===== src/rtl/hamming_pkg.sv =====
// Shared definitions for the Hamming(7,4) round-robin scheduler:
// opcodes, FSM state encoding, datapath widths and parity helpers.
package hamming_pkg;

    localparam int CW_W   = 7;
    localparam int DATA_W = 4;

    localparam logic OP_ENC = 1'b0;
    localparam logic OP_DEC = 1'b1;

    typedef enum logic [1:0] {
        IDLE = 2'd0,
        EXEC = 2'd1,
        RESP = 2'd2
    } state_e;

    // Check bits {p3, p2, p1} for data d[4:1]; pt = 1 selects odd parity.
    function automatic logic [2:0] hamming_parity(input logic [4:1] d, input logic pt);
        logic [2:0] p;
        p[0] = d[1] ^ d[2] ^ d[4] ^ pt;
        p[1] = d[1] ^ d[3] ^ d[4] ^ pt;
        p[2] = d[2] ^ d[3] ^ d[4] ^ pt;
        return p;
    endfunction

    // Syndrome {s3, s2, s1}; a nonzero value is the position of the flipped bit.
    function automatic logic [2:0] hamming_syndrome(input logic [7:1] c, input logic pt);
        logic [2:0] s;
        s[0] = c[1] ^ c[3] ^ c[5] ^ c[7] ^ pt;
        s[1] = c[2] ^ c[3] ^ c[6] ^ c[7] ^ pt;
        s[2] = c[4] ^ c[5] ^ c[6] ^ c[7] ^ pt;
        return s;
    endfunction

endpackage


===== src/rtl/hamming74_core.sv =====
// Combinational Hamming(7,4) datapath: encodes operand[4:1] and, in parallel,
// decodes/corrects operand[7:1]. The caller picks the result by opcode.
// Ports:
//   operand_i  [7:1] operand (encode reads [4:1])
//   ptype_i          parity type, 0 even / 1 odd
//   enc_cw_o   [7:1] codeword {d4,d3,d2,p3,d1,p2,p1}
//   dec_data_o [4:1] corrected data {c7,c6,c5,c3}
//   dec_err_o        syndrome nonzero (single-bit error corrected)
module hamming74_core
    import hamming_pkg::*;
(
    input  logic [7:1] operand_i,
    input  logic       ptype_i,
    output logic [7:1] enc_cw_o,
    output logic [4:1] dec_data_o,
    output logic       dec_err_o
);

    logic [2:0] par_s;
    logic [2:0] syn_s;
    logic [7:1] corr_s;

    // Encode and syndrome-based single-bit correction.
    always_comb begin
        par_s    = hamming_parity(operand_i[4:1], ptype_i);
        enc_cw_o = {operand_i[4], operand_i[3], operand_i[2], par_s[2],
                    operand_i[1], par_s[1], par_s[0]};
        syn_s    = hamming_syndrome(operand_i, ptype_i);
        corr_s   = operand_i;
        for (int k = 1; k <= 7; k++) begin
            corr_s[k] = operand_i[k] ^ (syn_s == 3'(k));
        end
        dec_data_o = {corr_s[7], corr_s[6], corr_s[5], corr_s[3]};
        dec_err_o  = (syn_s != 3'b000);
    end

endmodule


===== src/rtl/hamming_rr_scheduler.sv =====
// Two-port scheduler sharing one Hamming(7,4) core. A round-robin arbiter
// accepts one request in IDLE, the core result is registered in EXEC, and
// the response is held in RESP until the owning port takes it.
// Ports:
//   req_valid/req_ready [1:0]  per-port request handshake
//   req_op/req_ptype    [1:0]  per-port opcode (0 enc, 1 dec) and parity type
//   req_data0/1         [7:1]  per-port operand
//   resp_valid/ready    [1:0]  one-hot response handshake (owning port)
//   resp_data/resp_err         shared response bus
//   err_count/clr_count        saturating corrected-error counter and clear
//   busy                       FSM not in IDLE
module hamming_rr_scheduler
    import hamming_pkg::*;
#(
    parameter int CNT_W = 8
) (
    input  logic             clk,
    input  logic             rst,
    input  logic [1:0]       req_valid,
    output logic [1:0]       req_ready,
    input  logic [1:0]       req_op,
    input  logic [1:0]       req_ptype,
    input  logic [7:1]       req_data0,
    input  logic [7:1]       req_data1,
    output logic [1:0]       resp_valid,
    input  logic [1:0]       resp_ready,
    output logic [7:1]       resp_data,
    output logic             resp_err,
    output logic [CNT_W-1:0] err_count,
    input  logic             clr_count,
    output logic             busy
);

    state_e           state_q, state_d;
    logic             rr_ptr_q;
    logic             owner_q;
    logic             op_q;
    logic             ptype_q;
    logic [7:1]       operand_q;
    logic [1:0]       resp_valid_q;
    logic [7:1]       resp_data_q;
    logic             resp_err_q;
    logic [CNT_W-1:0] err_count_q;
    logic             busy_q;

    logic             grant_s;
    logic             accept_s;
    logic             resp_hs_s;
    logic [7:1]       enc_cw_s;
    logic [4:1]       dec_data_s;
    logic             dec_err_s;

    hamming74_core u_core (
        .operand_i  (operand_q),
        .ptype_i    (ptype_q),
        .enc_cw_o   (enc_cw_s),
        .dec_data_o (dec_data_s),
        .dec_err_o  (dec_err_s)
    );

    // Round-robin grant; ready is masked during reset so nothing is accepted then.
    always_comb begin
        grant_s   = 1'b0;
        req_ready = 2'b00;
        if (req_valid == 2'b10) begin
            grant_s = 1'b1;
        end else if (req_valid == 2'b11) begin
            grant_s = rr_ptr_q;
        end else begin
            grant_s = 1'b0;
        end
        accept_s = (state_q == IDLE) && (req_valid != 2'b00) && !rst;
        if (accept_s) begin
            req_ready = grant_s ? 2'b10 : 2'b01;
        end else begin
            req_ready = 2'b00;
        end
        resp_hs_s = (resp_valid_q & resp_ready) != 2'b00;
    end

    // FSM next state.
    always_comb begin
        state_d = state_q;
        case (state_q)
            IDLE:    state_d = accept_s ? EXEC : IDLE;
            EXEC:    state_d = RESP;
            RESP:    state_d = resp_hs_s ? IDLE : RESP;
            default: state_d = IDLE;
        endcase
    end

    // State, operand capture, response registers and error counter.
    always_ff @(posedge clk or posedge rst) begin
        if (rst) begin
            state_q      <= IDLE;
            rr_ptr_q     <= 1'b0;
            owner_q      <= 1'b0;
            op_q         <= OP_ENC;
            ptype_q      <= 1'b0;
            operand_q    <= 7'd0;
            resp_valid_q <= 2'b00;
            resp_data_q  <= 7'd0;
            resp_err_q   <= 1'b0;
            err_count_q  <= {CNT_W{1'b0}};
            busy_q       <= 1'b0;
        end else begin
            state_q <= state_d;
            busy_q  <= (state_d != IDLE);
            if (accept_s) begin
                owner_q   <= grant_s;
                op_q      <= req_op[grant_s];
                ptype_q   <= req_ptype[grant_s];
                operand_q <= grant_s ? req_data1 : req_data0;
                rr_ptr_q  <= ~grant_s;
            end
            if (state_q == EXEC) begin
                resp_valid_q <= owner_q ? 2'b10 : 2'b01;
                resp_data_q  <= (op_q == OP_DEC) ? {3'b000, dec_data_s} : enc_cw_s;
                resp_err_q   <= (op_q == OP_DEC) && dec_err_s;
            end else if (state_q == RESP && resp_hs_s) begin
                resp_valid_q <= 2'b00;
            end
            // Clear takes priority over an increment in the same cycle.
            if (clr_count) begin
                err_count_q <= {CNT_W{1'b0}};
            end else if (state_q == EXEC && op_q == OP_DEC && dec_err_s
                         && err_count_q != {CNT_W{1'b1}}) begin
                err_count_q <= err_count_q + CNT_W'(1);
            end
        end
    end

    assign resp_valid = resp_valid_q;
    assign resp_data  = resp_data_q;
    assign resp_err   = resp_err_q;
    assign err_count  = err_count_q;
    assign busy       = busy_q;

endmodule


===== config.mk =====
export PLATFORM = sky130hd
export DESIGN_NAME = hamming_rr_scheduler
export DESIGN_NICKNAME = d
export VERILOG_FILES = /design/src/rtl/hamming_pkg.sv /design/src/rtl/hamming74_core.sv /design/src/rtl/hamming_rr_scheduler.sv
export SDC_FILE = /design/constraint.sdc
export NUM_CORES = 1
export LEC_CHECK = 0
export ABC_AREA = 1
export CAP_MARGIN = 30
export CORE_MARGIN = 1.5
export CORE_UTILIZATION = 45
export DETAILED_ROUTE_END_ITERATION = 8
export GPL_ROUTABILITY_DRIVEN = 0
export HOLD_SLACK_MARGIN = 0.12
export PLACE_DENSITY = 0.72
export SYNTH_ARGS = -nofsm -noshare
export SYNTH_HDL_FRONTEND = slang
export SYNTH_SLANG_ARGS = --single-unit

===== constraint.sdc =====
create_clock -name clk -period 2.15 [get_ports clk]
set_input_delay 0.3225 -clock clk [delete_from_list [all_inputs] [get_ports clk]]
set_output_delay 0.3225 -clock clk [all_outputs]
set_load 0.02 [all_outputs]

==> out/qor.csv <==
metric,value,unit
DR vias/cell,4.93,
register area share after synthesis,41.3,%
"Slew Viols, Final",0,
Mean Syn Cell Area,7.43,µm²
FP Rows,23,
"Top FF cell, synth",dfrtp_1,
dpl ws,-0.137,ns
share of cells above drive strength 1,10.3,%
Fin Clk Skew,0.00984,ns
number of global-route vias before repair,1636,
largest net degree at the start of global routing,20,
crit path time final,2.01,ns
# Post-CTS Setup Buffers,0,
largest fanout on the critical path,7,
RSZ-0062 raised after global routing,no,
async set-or-reset flop fraction in the synthesized netlist,100,%
status,"finished, final reports clean",
synthesized area,0.00194,mm²
fill count,383,
synthesized net count,287,
origin of the critical flop-to-flop path,operand_q[3],
"EDFF count, synth",0,
final setup margin,0.141,ns
final hold violation count,0,
max-cap violations,0,
Core Area,0.00406,mm²
IO buf count,45,
grt total ovfl,0,
NumNets Final,337,
Synth cell types,31,
# setup viols final,0,
"reg-to-reg slack, setup",0.39,ns
clk slew on worst S/H paths,0.07,ns
die height,68.6,µm
Hold WS,0.429,ns
global-route wire length before repair,7.13,mm
main area contributors after synthesis,"dfrtp_1 (41%), nand2_1 (19%), nand3_1 (7.2%), inv_1 (3.9%), xor2_1 (3.6%)",
Post-DRT Antenna Nets,0,
Layout area overhead,31.6,%
CTS tree,yes,
Worst EP arrival,1.69,ns
maximum VDD drop,0.000637,V
H-Tree Depth,2,
clk sink count,32,
"top cells by count, synth","nand2_1 (96), dfrtp_1 (32), nand3_1 (28)",
Synth area leader,dfrtp_1,
WL per Instance,11.4,µm
CP endpoint,req_ready[1],
Synth warnings,0,
maximum clock insertion buffer count,2,
DP HPWL,3.26,mm
drt initial violations,91,
DR pass1 iterations,4,
Static Leak,1.22,nW
Die X,68.6,µm
"count leader, synth",nand2_1,
CTS Buf Count,5,
crit path from,rst,
root buffer cell,clkbuf_8,
Yosys reg bits,32,
R2R cell count,13,
final period utilization,93.4,%
Synth top area share,41.3,%
antenna violations before repair,0,
critical path type,input pin to primary output,
design area,0.00255,mm²
HP Class,input pin to async pin,
Global Route Usage Sum,20.3,%
post-synthesis cell count,261,
Slew HR,80.0,%
Starting Density,47.8,%
Routed WL,4.11,mm
Antenna diodes,0,
worst skew pair latency,0.28,ns
drc violations,0,
CP Capture Type,primary output,
num ports,46,
Max Clk Rate,498,MHz
startpoint types,input pin,
Pwr Density,1440,mW/mm²
die area,0.00471,mm²
placed instance area,0.00244,mm²
WP data required,1.83,ns
Vias,1785,
Slew @ Worst Pin,0.298,ns
Worst R2R End,err_count[0],
-- critical path, stage by stage --
cell	delay, ns
clkdlybuf4s50_1	0.44
nor4_2	0.28
buf_4	0.18
nand2_1	0.07
clkinv_1	0.07
dlygate4sd2_1	0.33
-- worst min path at each step --
stage / startpoint / to / slack (ns) / cells past startpoint
floorplan: rst / busy / 0.44 / 1
global placement: owner_q / resp_valid[0] / 0.45 / 1
detailed placement: owner_q / resp_valid[0] / 0.46 / 1
CTS: rst / state_q[0] / 0.43 / 3
global route: rst / state_q[0] / 0.48 / 3
finish: rst / state_q[0] / 0.43 / 3
-- per-stage QoR --
stage               std cells  setup TNS [ns]  power, mW  util (%)
floorplan                 261               0       2.60         -
global placement          354          -0.216       3.08      60.2
detailed placement        354          -0.254       3.12      60.2
CTS                       362               0       3.69      62.9
global route              362               0       4.00      62.9
finish                    362               0       3.68      62.9
-- flip-flops by register name (all words and copies together) (netlist names), 2 cells and up --
register and cells:
err_count 8, resp_data 7, operand_q 7, resp_valid 2, state_q 2
-- cells by family (layout without fill, tap and decap cells) --
kind of cell / after synthesis / count (layout) / synth area share [%]
XOR/XNOR: 14 / 14 / 6.71
flip-flops: 32 / 32 / 41.3
AND/OR/NAND/NOR: 151 / 151 / 33.4
AO/OA/AOI/OAI: 26 / 26 / 9.10
adder cells (fa/ha/maj): 1 / 1 / 0.645
buffers and inverters: 37 / 88 / 8.78
-- cell type report --
cell class	count	area, µm²	area share [%]
inverter	27	101	3.97
timing repair buffer	53	508	19.9
tap	50	62.6	2.45
clock buffer	5	68.8	2.70
sequential	32	801	31.4
multi-input combinational	192	967	37.9
clock inverter	3	42.5	1.67
-- report_power, final --
| part | internal [mW] | switching (mW) | total [mW] |
|---|---|---|---|
| registers | 0.828 | 0.264 | 1.09 |
| clock network | 0.343 | 0.230 | 0.573 |
| logic | 0.845 | 1.17 | 2.01 |
| total | 2.02 | 1.66 | 3.68 |
-- cell usage in the layout, fill, tap and decap left out --
master / count
o21ai_1: 1
a21oi_1: 4
nand3_2: 2
o31ai_1: 3
dlygate4sd2_1: 2
buf_4: 8
nor4_2: 1
xnor2_1: 5
ha_1: 1
nand3_1: 28
a22o_1: 2
nand2_1: 96
a31oi_1: 1
clkinvlp_4: 1
bufinv_16: 1
clkinv_2: 1
nor2_1: 14
dfrtp_1: 32
xor2_1: 8
nand2_2: 4
clkinv_1: 2
nor3_1: 2
inv_2: 5
o21ai_0: 4
clkdlybuf4s50_1: 43
o211ai_1: 9
inv_1: 20
xnor2_2: 1
nand4_1: 1
o21ai_2: 2
nand3b_1: 2
clkbuf_8: 5
or2_2: 1
-- metal layers --
metal  wire length, µm  share of wire [%]  GRT usage [%]
met5                 0                  0              0
met4                37               0.90           7.00
met3               208                5.1           4.22
met2              1930                 47           33.5
met1              1930                 47           26.4
-- repair_timing --
| action | in CTS | in global routing |
|---|---|---|
| gates resized for setup | 2 | 0 |
| setup endpoints to repair | 2 | 0 |
| hold buffers | 0 | 0 |
Power figures use the tool's default switching activity.
